## src/rtl/mem_write_buffer.sv

```systemverilog
// Store buffer between a cache controller and an SRAM controller: queues stores, drains them, and serves line-fill reads.
// Optional macro WBUF_READ_BYPASS_EN lets a read overtake queued stores whose 64-bit line does not match.
module mem_write_buffer #(
    parameter int DEPTH = 4
) (
    input  logic        clk,
    input  logic        rst,
    input  logic        wr_req,
    input  logic        rd_req,
    input  logic [31:0] address,
    input  logic [31:0] write_data,
    output logic        ready,
    output logic [63:0] read_data,
    output logic        sram_write_en,
    output logic        sram_read_en,
    output logic [31:0] sram_address,
    output logic [31:0] sram_write_data,
    input  logic [63:0] sram_read_data,
    input  logic        sram_ready,
    output logic        full,
    output logic        empty
);

    // state | meaning
    // IDLE  | choose between an eligible read and draining the head store
    // WRITE | head store presented to SRAM, waiting for sram_ready
    // READ  | line fill presented to SRAM, waiting for sram_ready
    // DONE  | fill data registered, ready pulsed to the requester
    typedef enum logic [1:0] {IDLE, WRITE, READ, DONE} state_t;

    localparam int PW = $clog2(DEPTH);
    localparam int CW = PW + 1;

    state_t          r_state;
    logic [31:0]     r_addr_q [DEPTH];
    logic [31:0]     r_data_q [DEPTH];
    logic [PW-1:0]   r_wptr;
    logic [PW-1:0]   r_rptr;
    logic [CW-1:0]   r_count;
    logic            r_wen;
    logic            r_ren;
    logic [31:0]     r_sram_addr;
    logic [31:0]     r_sram_wdata;
    logic [63:0]     r_read_data;

    logic            w_push;
    logic            w_pop;
    logic            w_rd_ok;

    assign full            = (r_count == CW'(DEPTH));
    assign empty           = (r_count == '0);
    assign w_push          = wr_req & ~rd_req & ~full;
    assign w_pop           = (r_state == WRITE) & sram_ready;
    assign ready           = rst & (rd_req ? (r_state == DONE) : (wr_req & ~full));
    assign sram_write_en   = r_wen;
    assign sram_read_en    = r_ren;
    assign sram_address    = r_sram_addr;
    assign sram_write_data = r_sram_wdata;
    assign read_data       = r_read_data;

`ifdef WBUF_READ_BYPASS_EN
    logic w_line_hit;

    // An entry is live when its distance from the read pointer is below the count.
    always_comb begin
        w_line_hit = 1'b0;
        for (int i = 0; i < DEPTH; i++) begin
            if ((CW'(PW'(i) - r_rptr) < r_count) && (r_addr_q[i][31:3] == address[31:3])) begin
                w_line_hit = 1'b1;
            end
        end
    end

    assign w_rd_ok = ~w_line_hit;
`else
    assign w_rd_ok = empty;
`endif

    always_ff @(posedge clk) begin
        if (w_push) begin
            r_addr_q[r_wptr] <= address;
            r_data_q[r_wptr] <= write_data;
        end
    end

    always_ff @(posedge clk or negedge rst) begin
        if (!rst) begin
            r_wptr  <= '0;
            r_rptr  <= '0;
            r_count <= '0;
        end else begin
            if (w_push) r_wptr <= r_wptr + PW'(1);
            if (w_pop)  r_rptr <= r_rptr + PW'(1);
            case ({w_push, w_pop})
                2'b10:   r_count <= r_count + CW'(1);
                2'b01:   r_count <= r_count - CW'(1);
                default: r_count <= r_count;
            endcase
        end
    end

    always_ff @(posedge clk or negedge rst) begin
        if (!rst) begin
            r_state      <= IDLE;
            r_wen        <= 1'b0;
            r_ren        <= 1'b0;
            r_sram_addr  <= '0;
            r_sram_wdata <= '0;
            r_read_data  <= '0;
        end else begin
            case (r_state)
                IDLE: begin
                    if (rd_req && w_rd_ok) begin
                        r_state     <= READ;
                        r_ren       <= 1'b1;
                        r_sram_addr <= address;
                    end else if (!empty) begin
                        r_state      <= WRITE;
                        r_wen        <= 1'b1;
                        r_sram_addr  <= r_addr_q[r_rptr];
                        r_sram_wdata <= r_data_q[r_rptr];
                    end
                end
                WRITE: begin
                    if (sram_ready) begin
                        r_state <= IDLE;
                        r_wen   <= 1'b0;
                    end
                end
                READ: begin
                    if (sram_ready) begin
                        r_state     <= DONE;
                        r_ren       <= 1'b0;
                        r_read_data <= sram_read_data;
                    end
                end
                DONE: begin
                    r_state <= IDLE;
                end
                default: begin
                    r_state <= IDLE;
                end
            endcase
        end
    end

endmodule

```

## config.mk

```make
export PLATFORM = sky130hd
export DESIGN_NAME = mem_write_buffer
export DESIGN_NICKNAME = d
export VERILOG_FILES = /design/src/rtl/mem_write_buffer.sv
export SDC_FILE = /design/constraint.sdc
export NUM_CORES = 1
export LEC_CHECK = 0
export ABC_CLOCK_PERIOD_IN_PS = 3460
export BUFFER_PORTS_ARGS = -buffer_cell sky130_fd_sc_hd__buf_2
export CAP_MARGIN = 20
export CORE_MARGIN = 2
export CORE_UTILIZATION = 58
export CTS_BUF_LIST = sky130_fd_sc_hd__clkbuf_4
export CTS_CLUSTER_DIAMETER = 120
export DETAILED_ROUTE_END_ITERATION = 10
export PLACE_DENSITY = 0.82
export SYNTH_ARGS = -nofsm -noshare
export SYNTH_HDL_FRONTEND = slang
export SYNTH_SLANG_ARGS = --single-unit
```

## constraint.sdc

```tcl
create_clock -name clk -period 3.46 [get_ports clk]
set_input_delay 0.865 -clock clk [delete_from_list [all_inputs] [get_ports clk]]
set_output_delay 0.865 -clock clk [all_outputs]
set_load 0.01 [all_outputs]
```

* Word-level counts from Yosys, hierarchy flattened
Memories as Yosys holds them, arrays and structs flattened. A register that Yosys moved wholly into a read port is not among the register bits.
Cells that the tools add are included.
** Word-level totals
- Flip-flop bits (word level) :: 107
- RAM bits :: 256
- Bits of input ports :: 133
- Word-level logic and storage cells :: 66
- Memories :: 2
** Cells by class
- Add/subtract/negate cells :: 4
- Eq/ne operators :: 13
- Multiplexer cells :: 17
- Bitwise operators :: 9
- Reductions and logical operators :: 13
** Memories
- r_addr_q :: depth 4, bits a word 32, rd ports 1, clocked after memory_dff 0, wr ports 1, RTL line 35 : logic [31:0] r_addr_q [DEPTH];
- r_data_q :: depth 4, bits a word 32, rd ports 1, clocked after memory_dff 1, wr ports 1, RTL line 36 : logic [31:0] r_data_q [DEPTH];
** Operators by type and width (number)
- 32-bit 2-to-1 mux :: 2
- 2-bit inequality test, second input constant :: 5
- 3-bit AND reduction :: 3
- 2-bit 2-to-1 mux :: 4
- 2-bit one-hot mux with 4 select lines :: 1
- 1-bit 2-to-1 mux :: 7
- 2-bit equality test, second input constant :: 3
- 3-bit one-hot mux with 2 select lines :: 1
- 2-bit nonzero test :: 3
- 1-bit bitwise AND :: 5
- 2-bit by 1-bit adder with 2-bit output, second input constant :: 2
- 2-bit by 1-bit equality test with 1-bit output, second input constant :: 2
- 1-bit NOT :: 4
- 1-bit one-hot mux with 2 select lines :: 2
- 2-bit AND reduction :: 2
- 4-bit AND reduction :: 1
- 3-bit by 1-bit adder with 3-bit output, second input constant :: 1
- 3-bit equality test, second input constant :: 1
- 3-bit logical NOT :: 1
- 3-bit inequality test, second input constant :: 1
- 3-bit by 1-bit subtractor with 3-bit output, second input constant :: 1
- 2-bit logical NOT :: 1
- 2-bit by 1-bit inequality test with 1-bit output, second input constant :: 1
- 1-bit logical AND :: 1
- 1-bit logical NOT :: 1

* Logic depth before layout (Yosys ltp)
- Word-level depth :: 5
- Depth in mapped cells :: 10

* Worst setup path after synthesis
OpenSTA, ideal clock, no wires.
- Path kind :: in2reg
- From :: input port rd_req
- To :: memory r_addr_q[0][0] (enable)
- Library setup time :: 0.429 ns
- Data arrival time :: 2.790 ns
- Data required time :: 3.031 ns
- Slack :: 0.241 ns
- Cell stages on the path :: 2
- Path through :: nor3b_2 and2_1
** Between the ends
- Cells in the longest elaborated chain, start to end :: 5
** Ends and longest elaborated chain
- from (decl) :: RTL line 9 : input logic rd_req,
- 1-bit NOT :: RTL line 52 : assign w_push = wr_req & ~rd_req & ~full;
- 1-bit bitwise AND (2 in a row) :: RTL line 52
- 1-bit 2-to-1 mux :: RTL line 80 : if (w_push) begin
- 1-bit 2-to-1 mux (implied by the code) :: RTL line 81 : r_addr_q[r_wptr] <= address;
- to (decl) :: RTL line 35
No other way between the ends.

* Worst setup path in the final report
- From :: register r_count[2]
- To :: output port ready
** Between the ends
- Cells in the longest elaborated chain, start to end :: 5
** Ends and longest elaborated chain
- from (decl) :: RTL line 39 : logic [CW-1:0] r_count;
- from (signal assigned) :: RTL line 95 : 2'b10: r_count <= r_count + CW'(1);
- from (signal assigned) :: RTL line 96 : 2'b01: r_count <= r_count - CW'(1);
- from (signal assigned) :: RTL line 97 : default: r_count <= r_count;
- 3-bit equality test :: RTL line 50 : assign full = (r_count == CW'(DEPTH));
- 1-bit NOT :: RTL line 54 : assign ready = rst & (rd_req ? (r_state == DONE) : (wr_req & ~full));
- 1-bit bitwise AND :: RTL line 54
- 1-bit 2-to-1 mux :: RTL line 54
- 1-bit bitwise AND :: RTL line 54
- to (decl) :: RTL line 12 : output logic ready,
No other way between the ends.

==> flow_metrics.env <==
export IMPL_critPathMaxStageDelay_ns=0.48
export IMPL_first_global_vias=8867
export IMPL_multiInputGateArea_sq_mm=0.003680
export IMPL_outcome="finished, final reports clean"
export IMPL_critPathArrivalTime_ns=2.17
export IMPL_critical_path_reg2reg_endpoint="r_count[2]"
export IMPL_worstRegToRegCells=9
export IMPL_grt_antenna_before_repair=6
export IMPL_timing_slew_headroom_pct=39.36
export IMPL_met2_usage_grt_pct=41.29
export IMPL_power_ir_vdd_worst_mv=0.4375
export IMPL_hold_viol=0
export IMPL_critical_path_top_delay_family="simple AND/OR/NAND/NOR gates"
export IMPL_routed_via_density=5.511
export IMPL_pin_count=266
export IMPL_dr_pass1_iters=5
export IMPL_global_route_usage_total_pct=23.18
export IMPL_clock_root_buffer="sky130_fd_sc_hd__clkbuf_4"
export IMPL_syn_avg_cell_area_sq_um=19.41
export IMPL_timing_critical_path_to="ready"
export IMPL_synthesis_nets=916
export IMPL_vias_post_dr=8492
export IMPL_startpoint_type="flop"
export IMPL_number_of_gates_resized_after_cts=0
export IMPL_netlist_cell_type_count=33
export IMPL_worst_setup_path_type="reg2out"
export IMPL_worst_r2r_setup_slack_ns=1.14
export IMPL_final_core_util_pct=70.34
export IMPL_start_util_pct=58.54
export IMPL_core_region_area_sq_mm=0.02576
export IMPL_finalNonFillerCells=1541
export IMPL_tritoncts="done"
export IMPL_power_density_cell_area_mw_per_mm2=825.4
export IMPL_grt_first_pass_wirelength_um=46750
export IMPL_finalClockSkew_ns=0.04946
export IMPL_finalWirelength_um=31240
export IMPL_critPathSlowestCell="sky130_fd_sc_hd__nor3b_2"
export IMPL_die_area_sq_mm=0.02731
export IMPL_synth_yosys_seq_area_share_pct=74.03
export IMPL_place_area_sq_mm=0.01682
export IMPL_internal_power_w=0.01036
export IMPL_critical_path_n_buffers_inverters=1
export IMPL_power_dissipated_by_switching_net_loads_w=0.004600
export IMPL_p_leak_nw=7.374
export IMPL_yosys_register_bits=395
export IMPL_tritoncts_buffers=96
export IMPL_dp_hpwl_um=19760
export IMPL_setup_viol_count_final=0
export IMPL_die_width_um=165.3
export IMPL_crit_chain="nor3b_1, nor3b_2, o21a_1, buf_2"
export IMPL_maxCapViolations=0
export IMPL_nFillCells=1663
export IMPL_detail_route_wl_per_cell_um=20.28
export IMPL_grt_util_met3_pct=6.743
export IMPL_synthesis_yosys_warnings=0
export IMPL_worstMarginPinSlew_ns=0.9096
export IMPL_startpoint="r_count[2]"
export IMPL_cts_sinks=395
export IMPL_timing_fmax_ghz=0.3296
export IMPL_final_antenna_net_count=0
export IMPL_cp_required_ns=2.59
export IMPL_power_frac_clock_pct=25.3
export IMPL_timing_critical_path_to_type="primary output"
export IMPL_worst_setup_hold_path_clk_slew_ns=0.07
export IMPL_clock_tree_htree_level_count=3
export IMPL_class_of_the_tightest_hold_or_removal_check="in2reg"
export IMPL_drt_initial_drc_count=486
export IMPL_port_buffers=265
export IMPL_cts_max_path_buffers=3
export IMPL_setup_repair_after_global_routing_missed_its_margin="false"
export IMPL_finalCriticalPeriod_ns=3.034
export IMPL_sequential_cell_area_sq_mm=0.01117
export IMPL_syn_inst=777
export IMPL_die_height_um=165.3
export IMPL_power_switching_fraction_pct=30.75
export IMPL_finalNetCount=1258
export IMPL_worstSetupPathDepth=4
export IMPL_largest_net_degree_at_the_start_of_global_routing=65
export IMPL_layout_worst_path_cycle_share_pct=87.68
export IMPL_met1_track_demand_over_resource_pct=26.28
export IMPL_fin_area_sq_mm=0.01812
export IMPL_hold_depth=1
export IMPL_reg2reg_from="r_count[0]"
export IMPL_total_overflow_reported_by_the_global_router=0
export IMPL_dp_cells=1355
export IMPL_comb_power_share_pct=29.3
export IMPL_max_slew_violations=0
export IMPL_critical_path_peak_fanout=8
export IMPL_post_route_drc_count=0
export IMPL_post_route_cells_drive_above_1_share_pct=53.79
export IMPL_clk_insertion_delay_late_ns=0.71
export IMPL_power_frac_seq_pct=45.4
export IMPL_fin_setup_tns_ns=0
export IMPL_syn_area_sq_mm=0.01508
export IMPL_syn_to_final_growth_pct=20.15
export IMPL_fin_hold_ws_ns=0.3764
export IMPL_global_routing_s_busiest_layer="met2"
export IMPL_fp_row_count=59
export IMPL_place_congestion=0.7767
-- timing repair --
action / 4_1_cts / 5_1_grt
endpoints found under the hold margin: 1 / 0
hold buffers: 1 / 0
buffers inserted: 0 / 0
-- cell usage in the layout (no fill, tap or decap), types with 2 or more instances in the layout --
| master | synthesis | routed |
|---|---|---|
| sky130_fd_sc_hd__mux2_2 | 97 | 97 |
| sky130_fd_sc_hd__a31oi_2 | 30 | 30 |
| sky130_fd_sc_hd__buf_2 | 18 | 264 |
| sky130_fd_sc_hd__a31oi_1 | 2 | 2 |
| sky130_fd_sc_hd__edfxtp_1 | 256 | 256 |
| sky130_fd_sc_hd__inv_1 | 9 | 9 |
| sky130_fd_sc_hd__buf_12 | 0 | 2 |
| sky130_fd_sc_hd__a21oi_1 | 34 | 34 |
| sky130_fd_sc_hd__clkbuf_4 | 0 | 149 |
| sky130_fd_sc_hd__buf_4 | 1 | 19 |
| sky130_fd_sc_hd__ha_1 | 5 | 5 |
| sky130_fd_sc_hd__o21ai_0 | 2 | 2 |
| sky130_fd_sc_hd__clkinvlp_4 | 0 | 2 |
| sky130_fd_sc_hd__and2_2 | 0 | 5 |
| sky130_fd_sc_hd__nand2_1 | 66 | 66 |
| sky130_fd_sc_hd__xor2_1 | 3 | 3 |
| sky130_fd_sc_hd__clkinv_1 | 0 | 24 |
| sky130_fd_sc_hd__dfrtp_1 | 139 | 137 |
| sky130_fd_sc_hd__xnor2_1 | 3 | 3 |
| sky130_fd_sc_hd__mux4_2 | 64 | 64 |
| sky130_fd_sc_hd__nor2_1 | 5 | 4 |
| sky130_fd_sc_hd__diode_2 | 0 | 5 |
-- sequential cells by signal, indices dropped and copies added, names as in the netlist --
register	count
r_addr_q	128
r_count	3
r_data_q	128
r_rptr	2
r_state	2
r_wptr	2
read_data	64
sram_address	32
sram_read_en	1
sram_write_data	32
sram_write_en	1
-- area by class of cell --
type                            count  share of cell area, %
Clock inverter                     31                 0.8907
Inverter                            9                 0.1864
Tap cell                          335                  2.313
Multi-Input combinational cell    330                  20.31
Clock buffer                      149                  6.173
Timing Repair Buffer              287                  8.417
Sequential cell                   395                  61.64
Antenna cell                        5                0.06905
-- worst min-delay path by stage --
stage	start	endpoint
6_report	write_data[17]	r_data_q[1][17]
5_1_grt	write_data[25]	r_data_q[3][25]
4_1_cts	write_data[2]	r_data_q[3][2]
3_5_place_dp	sram_write_data[29]	sram_write_data[29]
3_3_place_gp	read_data[11]	read_data[11]
2_1_floorplan	r_state[0]	r_state[1]
-- cell usage after synthesis --
cell                       instances  area (sq um)
sky130_fd_sc_hd__edfxtp_1        256          7687
sky130_fd_sc_hd__dfrtp_1         139          3478
sky130_fd_sc_hd__mux2_2           97          1092
sky130_fd_sc_hd__nand2_1          66         247.7
sky130_fd_sc_hd__mux4_2           64          1441
sky130_fd_sc_hd__a21oi_1          34         170.2
sky130_fd_sc_hd__a31oi_2          30         375.4
sky130_fd_sc_hd__buf_2            18         90.09
sky130_fd_sc_hd__clkbuf_1         18         67.56
sky130_fd_sc_hd__inv_1             9         33.78
sky130_fd_sc_hd__buf_6             6         67.56
sky130_fd_sc_hd__and2_1            5         31.28
sky130_fd_sc_hd__ha_1              5         62.56
sky130_fd_sc_hd__nor2_1            5         18.77
sky130_fd_sc_hd__xnor2_1           3         26.28
sky130_fd_sc_hd__xor2_1            3         26.28
sky130_fd_sc_hd__a31oi_1           2         12.51
sky130_fd_sc_hd__o21ai_0           2         10.01
sky130_fd_sc_hd__a221oi_1          1         8.760
sky130_fd_sc_hd__and3_1            1         6.260
sky130_fd_sc_hd__and3b_1           1         8.760
sky130_fd_sc_hd__buf_4             1         7.510
sky130_fd_sc_hd__fa_1              1         20.02
sky130_fd_sc_hd__mux2i_1           1         10.01
sky130_fd_sc_hd__nand3_1           1         5.000
sky130_fd_sc_hd__nor2b_1           1         6.260
sky130_fd_sc_hd__nor3b_1           1         7.510
sky130_fd_sc_hd__nor3b_2           1         12.51
sky130_fd_sc_hd__nor4b_2           1         15.01
sky130_fd_sc_hd__o21a_1            1         7.510
sky130_fd_sc_hd__or3_1             1         6.260
sky130_fd_sc_hd__or4_4             1         11.26
sky130_fd_sc_hd__or4b_2            1         10.01
-- routing by layer --
metal	share of wire (%)	wire length, um
met5	0.042	13
met4	2.0	637
met3	8.2	2558
met2	53	16590
met1	37	11450
-- per-stage QoR --
| stage | setup slack (ns) | total power (W) |
|---|---|---|
| 4_1_cts | 0.3653 | 0.01516 |
| 3_3_place_gp | 0.8086 | 0.01117 |
| 5_1_grt | 0.2860 | 0.01587 |
| 3_5_place_dp | 0.8082 | 0.01134 |
| 6_report | 0.4262 | 0.01496 |
| 2_1_floorplan | 0.2409 | 0.009716 |
-- cell families after synthesis --
family | share of synthesized area, %
simple gates | 2.564
flops | 74.03
fa+ha+maj | 0.5475
buf+inv | 1.767
compound gates | 3.874
mux | 16.87
xor+xnor | 0.3485
-- power groups by stage --
stage                     Clock, W  Combinational (W)  Sequential (W)
after CTS                  0.00390            0.00446         0.00680
after global placement           0            0.00433         0.00684
final                      0.00379            0.00438         0.00679
after detailed placement         0            0.00445         0.00689
after global routing       0.00417            0.00479         0.00692
after floorplan                  0            0.00277         0.00695
Note: power is estimated with default switching activity, not from simulation.
